===== src/rtl/rf_pkg.sv =====
// Register-file writeback constants shared by the write arbiter and its producers.
package rf_pkg;

    localparam int unsigned REG_ADDR_W = 5;
    localparam int unsigned XLEN       = 64;
    localparam int unsigned NUM_WB_SRC = 3;

    typedef enum logic [1:0] {
        WB_ALU = 2'd0,
        WB_LSU = 2'd1,
        WB_FPU = 2'd2
    } wb_src_e;

endpackage


===== src/rtl/regfile_write_arbiter_decoder.sv =====
// Parameterised n-to-2^n one-hot decoder.
module regfile_write_arbiter_decoder #(
    parameter int unsigned InputSize = 5
) (
    input  logic [InputSize-1:0]      data_i,
    output logic [(1<<InputSize)-1:0] data_o
);

    always_comb begin
        data_o         = '0;
        data_o[data_i] = 1'b1;
    end

endmodule


===== src/rtl/regfile_write_arbiter.sv =====
// Round-robin arbiter sharing one register-file write port among NumReq producers,
// with a registered address/data/one-hot-enable output stage.
module regfile_write_arbiter
    import rf_pkg::*;
#(
    parameter int unsigned NumReq           = NUM_WB_SRC,
    parameter int unsigned AddrWidth        = REG_ADDR_W,
    parameter int unsigned DataWidth        = XLEN,
    parameter bit          ZeroRegHardwired = 1'b1
) (
    input  logic                          clk_i,
    input  logic                          reset_i,
    input  logic                          stall_i,
    input  logic [NumReq-1:0]             req_valid_i,
    input  logic [NumReq*AddrWidth-1:0]   req_addr_i,
    input  logic [NumReq*DataWidth-1:0]   req_data_i,
    output logic [NumReq-1:0]             req_ready_o,
    output logic                          wr_valid_o,
    output logic [AddrWidth-1:0]          wr_addr_o,
    output logic [DataWidth-1:0]          wr_data_o,
    output logic [(1<<AddrWidth)-1:0]     wr_en_o,
    output logic [((NumReq > 1) ? $clog2(NumReq) : 1)-1:0] grant_id_o
);

    localparam int unsigned IdW = (NumReq > 1) ? $clog2(NumReq) : 1;
    localparam int unsigned EnW = 1 << AddrWidth;

    // Returns {found, index} of the first valid requester scanning upward from ptr.
    function automatic logic [IdW:0] rr_select(input logic [NumReq-1:0] valid,
                                               input logic [IdW-1:0]    ptr);
        logic [IdW:0] res;
        int           k;
        res = '0;
        for (int i = 0; i < int'(NumReq); i++) begin
            k = int'(ptr) + i;
            if (k >= int'(NumReq)) begin
                k = k - int'(NumReq);
            end
            if (!res[IdW] && valid[k[IdW-1:0]]) begin
                res = {1'b1, k[IdW-1:0]};
            end
        end
        return res;
    endfunction

    logic [IdW-1:0]       rr_ptr_q, rr_ptr_d;
    logic                 wr_valid_q, wr_valid_d;
    logic [AddrWidth-1:0] wr_addr_q, wr_addr_d;
    logic [DataWidth-1:0] wr_data_q, wr_data_d;
    logic [EnW-1:0]       wr_en_q, wr_en_d;
    logic [IdW-1:0]       grant_id_q, grant_id_d;

    logic [IdW:0]         sel;
    logic                 win_vld;
    logic [IdW-1:0]       win_idx;
    logic [AddrWidth-1:0] win_addr;
    logic [DataWidth-1:0] win_data;
    logic [EnW-1:0]       win_en;
    logic                 transfer;
    logic                 zero_write;

    assign sel      = rr_select(req_valid_i, rr_ptr_q);
    assign win_vld  = sel[IdW];
    assign win_idx  = sel[IdW-1:0];
    assign transfer = win_vld && !stall_i && !reset_i;

    always_comb begin
        win_addr = '0;
        win_data = '0;
        for (int k = 0; k < int'(NumReq); k++) begin
            if (win_idx == IdW'(k)) begin
                win_addr = req_addr_i[k*AddrWidth +: AddrWidth];
                win_data = req_data_i[k*DataWidth +: DataWidth];
            end
        end
    end

    regfile_write_arbiter_decoder #(
        .InputSize (AddrWidth)
    ) u_decoder (
        .data_i (win_addr),
        .data_o (win_en)
    );

    assign zero_write = ZeroRegHardwired && (win_addr == '0);

    // Ready is the one-hot of the winner; the address-0 write is still acknowledged.
    always_comb begin
        req_ready_o = '0;
        if (transfer) begin
            req_ready_o[win_idx] = 1'b1;
        end
    end

    // Next state: idle/stalled cycles drop valid and enable but hold address, data and id.
    always_comb begin
        rr_ptr_d   = rr_ptr_q;
        wr_valid_d = 1'b0;
        wr_en_d    = '0;
        wr_addr_d  = wr_addr_q;
        wr_data_d  = wr_data_q;
        grant_id_d = grant_id_q;
        if (transfer) begin
            wr_valid_d = 1'b1;
            wr_addr_d  = win_addr;
            wr_data_d  = win_data;
            grant_id_d = win_idx;
            wr_en_d    = zero_write ? '0 : win_en;
            rr_ptr_d   = (win_idx == IdW'(NumReq - 1)) ? '0 : win_idx + IdW'(1);
        end
    end

    always_ff @(posedge clk_i or posedge reset_i) begin
        if (reset_i) begin
            rr_ptr_q   <= '0;
            wr_valid_q <= 1'b0;
            wr_addr_q  <= '0;
            wr_data_q  <= '0;
            wr_en_q    <= '0;
            grant_id_q <= '0;
        end else begin
            rr_ptr_q   <= rr_ptr_d;
            wr_valid_q <= wr_valid_d;
            wr_addr_q  <= wr_addr_d;
            wr_data_q  <= wr_data_d;
            wr_en_q    <= wr_en_d;
            grant_id_q <= grant_id_d;
        end
    end

    assign wr_valid_o = wr_valid_q;
    assign wr_addr_o  = wr_addr_q;
    assign wr_data_o  = wr_data_q;
    assign wr_en_o    = wr_en_q;
    assign grant_id_o = grant_id_q;

endmodule


===== config.mk =====
export PLATFORM = sky130hd
export DESIGN_NAME = regfile_write_arbiter
export DESIGN_NICKNAME = d
export VERILOG_FILES = /design/src/rtl/rf_pkg.sv /design/src/rtl/regfile_write_arbiter_decoder.sv /design/src/rtl/regfile_write_arbiter.sv
export SDC_FILE = /design/constraint.sdc
export NUM_CORES = 1
export LEC_CHECK = 0
export CORE_MARGIN = 1
export CORE_UTILIZATION = 35
export CTS_CLUSTER_DIAMETER = 30
export DETAILED_ROUTE_END_ITERATION = 10
export PLACE_DENSITY = 0.73
export SETUP_SLACK_MARGIN = 0.3
export SLEW_MARGIN = 20
export SYNTH_ARGS = -nofsm -noshare
export SYNTH_HDL_FRONTEND = slang
export SYNTH_HIERARCHICAL = 1
export SYNTH_SLANG_ARGS = --single-unit

===== constraint.sdc =====
create_clock -name clk_i -period 3.49 [get_ports clk_i]
set_clock_uncertainty 0.05 [all_clocks]
set_input_delay 0.349 -clock clk_i [delete_from_list [all_inputs] [get_ports clk_i]]
set_output_delay 0.349 -clock clk_i [all_outputs]
set_load 0.01 [all_outputs]

==> Word-level counts from Yosys, hierarchy flattened <==
Index checks and enable logic that the tools add are counted.
{ "word_totals": {"regBits": 106, "inputBits": 213} }
{ "op_classes": {"addsub": 6, "order_cmp": 10, "n_eq_ne": 2, "mux": 27, "reduce_logical": 12} }
{ "ops": {"columns": ["operator", "count"], "rows": [
  ["64-bit 2-to-1 mux", 3],
  ["32-bit 2-to-1 mux", 2],
  ["5-bit 2-to-1 mux", 3],
  ["2-bit by 3-bit less-than comparator with 1-bit output (second input constant)", 4],
  ["3-bit 2-to-1 mux", 4],
  ["2-bit 2-to-1 mux", 4],
  ["1-bit binary-select mux with 2-bit select", 3],
  ["3-bit by 2-bit >= comparator with 1-bit output (second input constant)", 2],
  ["1-bit logical AND", 6],
  ["5-bit by 6-bit less-than comparator with 1-bit output (second input constant)", 1],
  ["1-bit 2-to-1 mux", 6],
  ["2-bit subtractor (second input constant)", 3],
  ["1-bit demux with 5-bit select", 1],
  ["5-bit by 1-bit >= comparator with 1-bit output (second input constant)", 1],
  ["5-bit zero test", 1],
  ["1-bit zero test", 4],
  ["2-bit by 1-bit adder with 3-bit output (second input constant)", 1],
  ["2-bit by 2-bit adder with 3-bit output (second input constant)", 1],
  ["2-bit by 1-bit adder with 2-bit output (second input constant)", 1],
  ["1-bit demux with 2-bit select", 1],
  ["2-bit by 1-bit equality test with 1-bit output (second input constant)", 1],
  ["2-bit equality test (second input constant)", 1],
  ["2-bit by 1-bit >= comparator with 1-bit output (second input constant)", 1],
  ["2-bit >= comparator (second input constant)", 1],
  ["2-bit zero test", 1]
]} }

==> Logic depth before layout (Yosys ltp) <==
Gate-level depths: netlist of the first run.
{ "logic_depth": {"ltp_word": 21, "mapped_depth": 13, "depth_no_buf": 11} }

==> Cells and area by module <==
Netlist of the first run, hierarchy kept.
{ "by_module_without_submodules": {"columns": ["module", "instances", "cells_each", "area_each_um2", "seq_area_each_um2"], "rows": [
  ["regfile_write_arbiter", 1, 634, 5743.0, 2652.5],
  ["regfile_write_arbiter_decoder", 1, 47, 214.0, 0.0]
]} }

==> Least setup slack after synthesis of the first run <==
Ideal clock, no wire load.
{ "synth_path": {"kind": "reg2reg", "startpoint": "reg rr_ptr_q[0]", "endpoint": "reg wr_en_q[19], in the netlist wr_en_o[19]", "setup_ns": 0.073, "arrival_time_ns": 2.642, "required_time_ns": 3.367, "slack_ns": 0.725, "path_stages_with_launch": 14, "path_buffers": 2, "period_less_slack_ns": 2.765, "cell_sequence": "dfrtp_1 > inv_1 > ha_1 > buf_6 > mux2i_2 > o221a_2 > a211oi_2 > buf_2 > o221ai_1 > and2_1 > or3b_1 > nor2_1 > nand2_1 > a21oi_2"} }
{ "synth_via": {"elab_chain_len": 21, "word_cells_on_any_way": 40} }
{ "synth_rtl": {"columns": ["item", "line_no", "rtl"], "rows": [
  ["from (decl)", "regfile_write_arbiter.sv:46", "logic [IdW-1:0] rr_ptr_q, rr_ptr_d;"],
  ["from (signal assigned)", "regfile_write_arbiter.sv:122", "rr_ptr_q <= rr_ptr_d;"],
  ["parallel branches: the longest is 10 deep, another holds 2-bit by 1-bit adder with 3-bit output", null, null],
  ["3-bit 2-to-1 mux (*)", "regfile_write_arbiter.sv:39", "if (!res[IdW] && valid[k[IdW-1:0]]) begin"],
  ["2-bit zero test", "regfile_write_arbiter.sv:71", "if (win_idx == IdW'(k)) begin"],
  ["5-bit 2-to-1 mux (2 in series)", "regfile_write_arbiter.sv:71", null],
  ["5-bit 2-to-1 mux (*)", "regfile_write_arbiter.sv:71", null],
  ["net win_addr[2]", "regfile_write_arbiter.sv:56", "logic [AddrWidth-1:0] win_addr;"],
  ["5-bit by 6-bit less-than comparator with 1-bit output (implied by the code) / 5-bit by 1-bit >= comparator with 1-bit output (equally long branches)", "regfile_write_arbiter_decoder.sv:11", "data_o[data_i] = 1'b1;"],
  ["1-bit logical AND (implied by the code)", "regfile_write_arbiter_decoder.sv:11", null],
  ["1-bit 2-to-1 mux (implied by the code)", "regfile_write_arbiter_decoder.sv:11", null],
  ["1-bit demux with 5-bit select (*)", null, null],
  ["net win_en[19]", "regfile_write_arbiter.sv:58", "logic [EnW-1:0] win_en;"],
  ["32-bit 2-to-1 mux (*)", "regfile_write_arbiter.sv:108", "wr_en_d = zero_write ? '0 : win_en;"],
  ["32-bit 2-to-1 mux (*)", "regfile_write_arbiter.sv:103", "if (transfer) begin"],
  ["net wr_en_d[19]", "regfile_write_arbiter.sv:50", "logic [EnW-1:0] wr_en_q, wr_en_d;"],
  ["to (signal assigned)", "regfile_write_arbiter.sv:126", "wr_en_q <= wr_en_d;"],
  ["to (decl)", "regfile_write_arbiter.sv:50", null]
]} }
Mark *: on every way through the listed nets, which the timed path passes. The select of a mux whose other input is x is not followed.
A chain may end at the register's enable or synchronous reset.

==> Worst setup path in the final report of the first run <==
{ "layout_path": {"startpoint": "reg rr_ptr_q[0]", "endpoint": "out req_ready_o[2]"} }
{ "layout_via": {"elab_chain_len": 16, "word_cells_on_any_way": 32} }
{ "layout_rtl": {"columns": ["item", "line_no", "rtl"], "rows": [
  ["parallel branches: the longest is 10 deep, another holds 2-bit by 1-bit adder with 3-bit output", null, null],
  ["3-bit 2-to-1 mux (*)", "regfile_write_arbiter.sv:39", null],
  ["2-bit by 3-bit less-than comparator with 1-bit output (implied by the code) / 2-bit by 1-bit >= comparator with 1-bit output (equally long branches)", "regfile_write_arbiter.sv:91", "req_ready_o[win_idx] = 1'b1;"],
  ["1-bit logical AND (implied by the code)", "regfile_write_arbiter.sv:91", null],
  ["1-bit 2-to-1 mux (implied by the code)", "regfile_write_arbiter.sv:91", null],
  ["1-bit demux with 2-bit select", "regfile_write_arbiter.sv:91", null],
  ["3-bit 2-to-1 mux (*)", "regfile_write_arbiter.sv:90", "if (transfer) begin"],
  ["to (decl)", "regfile_write_arbiter.sv:17", "output logic [NumReq-1:0] req_ready_o,"]
]} }
Every way passes the cells marked *. The select of a mux whose other input is x is not followed.

==> results of run 1 <==
## stage by stage
step | hold WS (ns) | power [W] | cells | instance area, sq um | worst slack (ns)
floorplan | 0.449 | 0.00422 | 681 | 5960 | 0.302
global placement | 0.407 | 0.00601 | 1170 | 9340 | 0.421
detailed placement | 0.414 | 0.00603 | 1170 | 9340 | 0.347
CTS | 0.430 | 0.00725 | 1190 | 9730 | 0.271
global route | 0.437 | 0.00772 | 1192 | 9780 | 0.318
finish | 0.423 | 0.00728 | 1192 | 9780 | 0.410
## cells in the mapped netlist, types with 5 or more instances
cell type,count
sky130_fd_sc_hd__a21o_1,65
sky130_fd_sc_hd__a21oi_2,30
sky130_fd_sc_hd__a311oi_1,63
sky130_fd_sc_hd__and2_1,6
sky130_fd_sc_hd__buf_1,6
sky130_fd_sc_hd__buf_2,6
sky130_fd_sc_hd__clkbuf_1,48
sky130_fd_sc_hd__dfrtp_1,106
sky130_fd_sc_hd__inv_1,11
sky130_fd_sc_hd__mux2_2,5
sky130_fd_sc_hd__nand2_1,107
sky130_fd_sc_hd__nand2b_1,7
sky130_fd_sc_hd__nand3b_1,5
sky130_fd_sc_hd__nor2_1,99
sky130_fd_sc_hd__o21ai_0,65
## final cells by class
| cell class | instances | area, sq um | area share (%) |
|---|---|---|---|
| timing repair buffer | 341 | 3430 | 35.1 |
| multi-input combinational | 497 | 3050 | 31.1 |
| sequential | 106 | 2650 | 27.1 |
| tap | 220 | 275 | 2.81 |
| clock buffer | 13 | 260 | 2.66 |
| clock inverter | 2 | 60.1 | 0.614 |
| inverter | 13 | 51.3 | 0.525 |
## per-layer routing
metal / global-route usage [%] / share of wire [%]
met2: 40.3 / 49
met3: 4.60 / 5.9
met4: 10.0 / 3.2
met1: 31.3 / 42
met5: 0 / 0
## flip-flops by register name, summed over array words and instances (netlist names)
name	count
grant_id_o	2
wr_addr_o	5
wr_data_o	64
rr_ptr_q	2
wr_en_o	32
wr_valid_o	1
## cell families after synthesis
logic type | count (synthesis) | synth area share [%]
adder cells (fa/ha/maj) | 4 | 0.840
multiplexers | 7 | 1.34
flip-flops | 106 | 44.5
AND/OR/NAND/NOR | 240 | 16.8
buffers and inverters | 78 | 5.57
AO/OA/AOI/OAI | 246 | 30.9
## power groups by stage
stage	logic, W	clock network [W]	registers (W)
after floorplan	0.00212	0	0.00209
after global placement	0.00411	0	0.00190
after detailed placement	0.00412	0	0.00191
after CTS	0.00421	0.00115	0.00190
after global routing	0.00459	0.00119	0.00194
final	0.00427	0.00111	0.00189
## path summary, 6_finish.rpt
check / endpoint / cells after the start
setup / recovery: req_ready_o[2] / 7
max in group asynchronous: wr_data_o[21]$_DFFE_PP0P_ / 3
setup reg to reg: wr_en_o[7]$_DFF_PP0_ / 12
min in group asynchronous: wr_data_o[61]$_DFFE_PP0P_ / 2
hold reg to reg: wr_data_o[7]$_DFFE_PP0P_ / 1
hold / removal: wr_data_o[7]$_DFFE_PP0P_ / 1
## critical path, cell delays in order (launching register included)
cell	delay, ns
sky130_fd_sc_hd__dfrtp_1	0.40
sky130_fd_sc_hd__buf_4	0.15
sky130_fd_sc_hd__ha_1	0.25
sky130_fd_sc_hd__and2b_2	0.28
sky130_fd_sc_hd__o21ai_0	0.08
sky130_fd_sc_hd__a311o_2	0.46
sky130_fd_sc_hd__nor2_4	0.17
sky130_fd_sc_hd__clkdlybuf4s50_1	0.55
## what timing repair did
item / CTS / global route
setup endpoints to repair: 3 / 18
buffers inserted: 5 / 2
pin swaps: 2 / 2
resized for setup: 8 / 10
gates cloned: 0 / 0
==> impl_metrics.yaml, run 1 <==
routing:
  totalWireLength_microns: 21800
  first_pass_iters: 10
  drc: 0
  first_iter_violations: 379
  vias: 6305
  post_dr_vias_cell: 5.29
  route.antenna.remaining_nets: 0
  avgRoutedWirePerCell_microns: 18.3
timing:
  timing.final.crit_share_pct: 88.2
  finalHoldViolations: 0
  max_clock_freq_mhz: 325
  period_needed_ns: 3.08
  timing_worst_slew_pin_value_ns: 0.647
  max_slew_violation_count: 0
  rsz0062_at_grt: "false"
  max-slew-margin-rel_pct: 56.9
  finalSetupTns_ns: 0
  setup_viol: 0
clocking:
  h_tree_levels: 3
  cts_max_path_buffers: 2
  cts_hold_repair.buffers: 0
  clock_transition_at_the_register_clock_pins_on_the_worst_setup_and_hold_paths_after_cts_ns: 0.07
  ctsRootBufferMaster: "sky130_fd_sc_hd__clkbuf_16"
  clkSinkCount: 106
  tritoncts: "yes"
  cts-buffers-inserted: 9
  clock_insertion_delay_worst_skew_ns: 0.34
synthesis:
  netlist-cell-type-count: 46
  postSynthNetCount: 898
  yosysSeqAreaShare_pct: 44.5
  yosys_register_bits: 106
  synth-edff-count: 0
  yosys_warnings: 6
  netlist_top_cells_area: "sky130_fd_sc_hd__dfrtp_1, sky130_fd_sc_hd__a311oi_1, sky130_fd_sc_hd__a21o_1"
  synth_top_cell_area_share_pct: 44.5
  synth_async_sr_flop_share_pct: 100
  synth.cell_area_sq_mm: 0.00596
  postSynth.topFlopCell: "sky130_fd_sc_hd__dfrtp_1"
  synthesis.instances: 681
  yosys.area.top_type: "sky130_fd_sc_hd__dfrtp_1"
  syn_area_per_cell_sq_um: 8.75
floorplanning:
  die_width_microns: 132
  ios: 320
  dieArea_sq_mm: 0.0175
  floorplan.initialDensity_pct: 35.9
  dieHeight_microns: 132
  placement_rows: 47
  core_area_sq_mm: 0.0166
final_layout:
  final_util_pct: 59.0
  fillers: 1499
  finalNetCount: 1185
  most-common-layout-cells: "sky130_fd_sc_hd__clkdlybuf4s50_1, sky130_fd_sc_hd__nand2_1, sky130_fd_sc_hd__dfrtp_1"
  syn2layout_area_growth_pct: 64.2
  mostFrequentLayoutCell: "sky130_fd_sc_hd__clkdlybuf4s50_1"
  diodes: 0
  layout-drive-gt1-share_pct: 9.57
run_status:
  run_status: "finished clean"
pwr:
  power.share.switching_pct: 41.5
  clock_power_share_pct: 15.3
  p_int_w: 0.00426
  powerDensity_mw_per_mm2: 744
  total_switching_power_w: 0.00302
  power.combinational.fraction_pct: 58.7
  seq_power_share_pct: 26.0
  worst_ir_drop_vdd_uv: 508
  power_leakage_nw: 4.18
worst_setup_path:
  worst-endpoint-required_ns: 3.09
  critPathLaunch: "rr_ptr_q[0]$_DFFE_PP0P_"
  r2r_start: "rr_ptr_q[1]$_DFFE_PP0P_"
  cp-end-kind: "output port"
  start_kind: "register"
  worst-r2r-setup-slack_ns: 0.47
  critical_path_peak_fanout: 5
  critical_path_arrival_ns: 2.68
  crit_type: "register to output port"
hold_path:
  type_of_the_worst_min_delay_path: "register to register"
  holdCritStartpoint: "wr_data_o[7]$_DFFE_PP0P_"
flow_run:
  drv_cap: 0
global_routing:
  antenna_violations_before_repair: 0
  number_of_global_route_vias_before_repair: 5938
  grt.total_usage_pct: 24.4
  grt_max_degree: 110
  grt-ovfl-total: 0
  grt_first_pass_wirelength_microns: 33400
placed_design:
  globalplace.congestion: 0.845
  dp.final_hpwl_microns: 15500
  port_buffers: 319
Power figures use the tool's default switching activity.
==> inputs of run 2 (changes only) <==
--- a/config.mk
+++ b/config.mk
@@ -8,6 +8,7 @@
 export CORE_MARGIN = 1
 export CORE_UTILIZATION = 35
 export CTS_CLUSTER_DIAMETER = 30
+export CTS_CLUSTER_SIZE = 20
 export DETAILED_ROUTE_END_ITERATION = 10
 export PLACE_DENSITY = 0.73
 export SETUP_SLACK_MARGIN = 0.3
==> results of run 2 <==
Same layout as run 1: the final DEF is identical, and so are final timing and power.
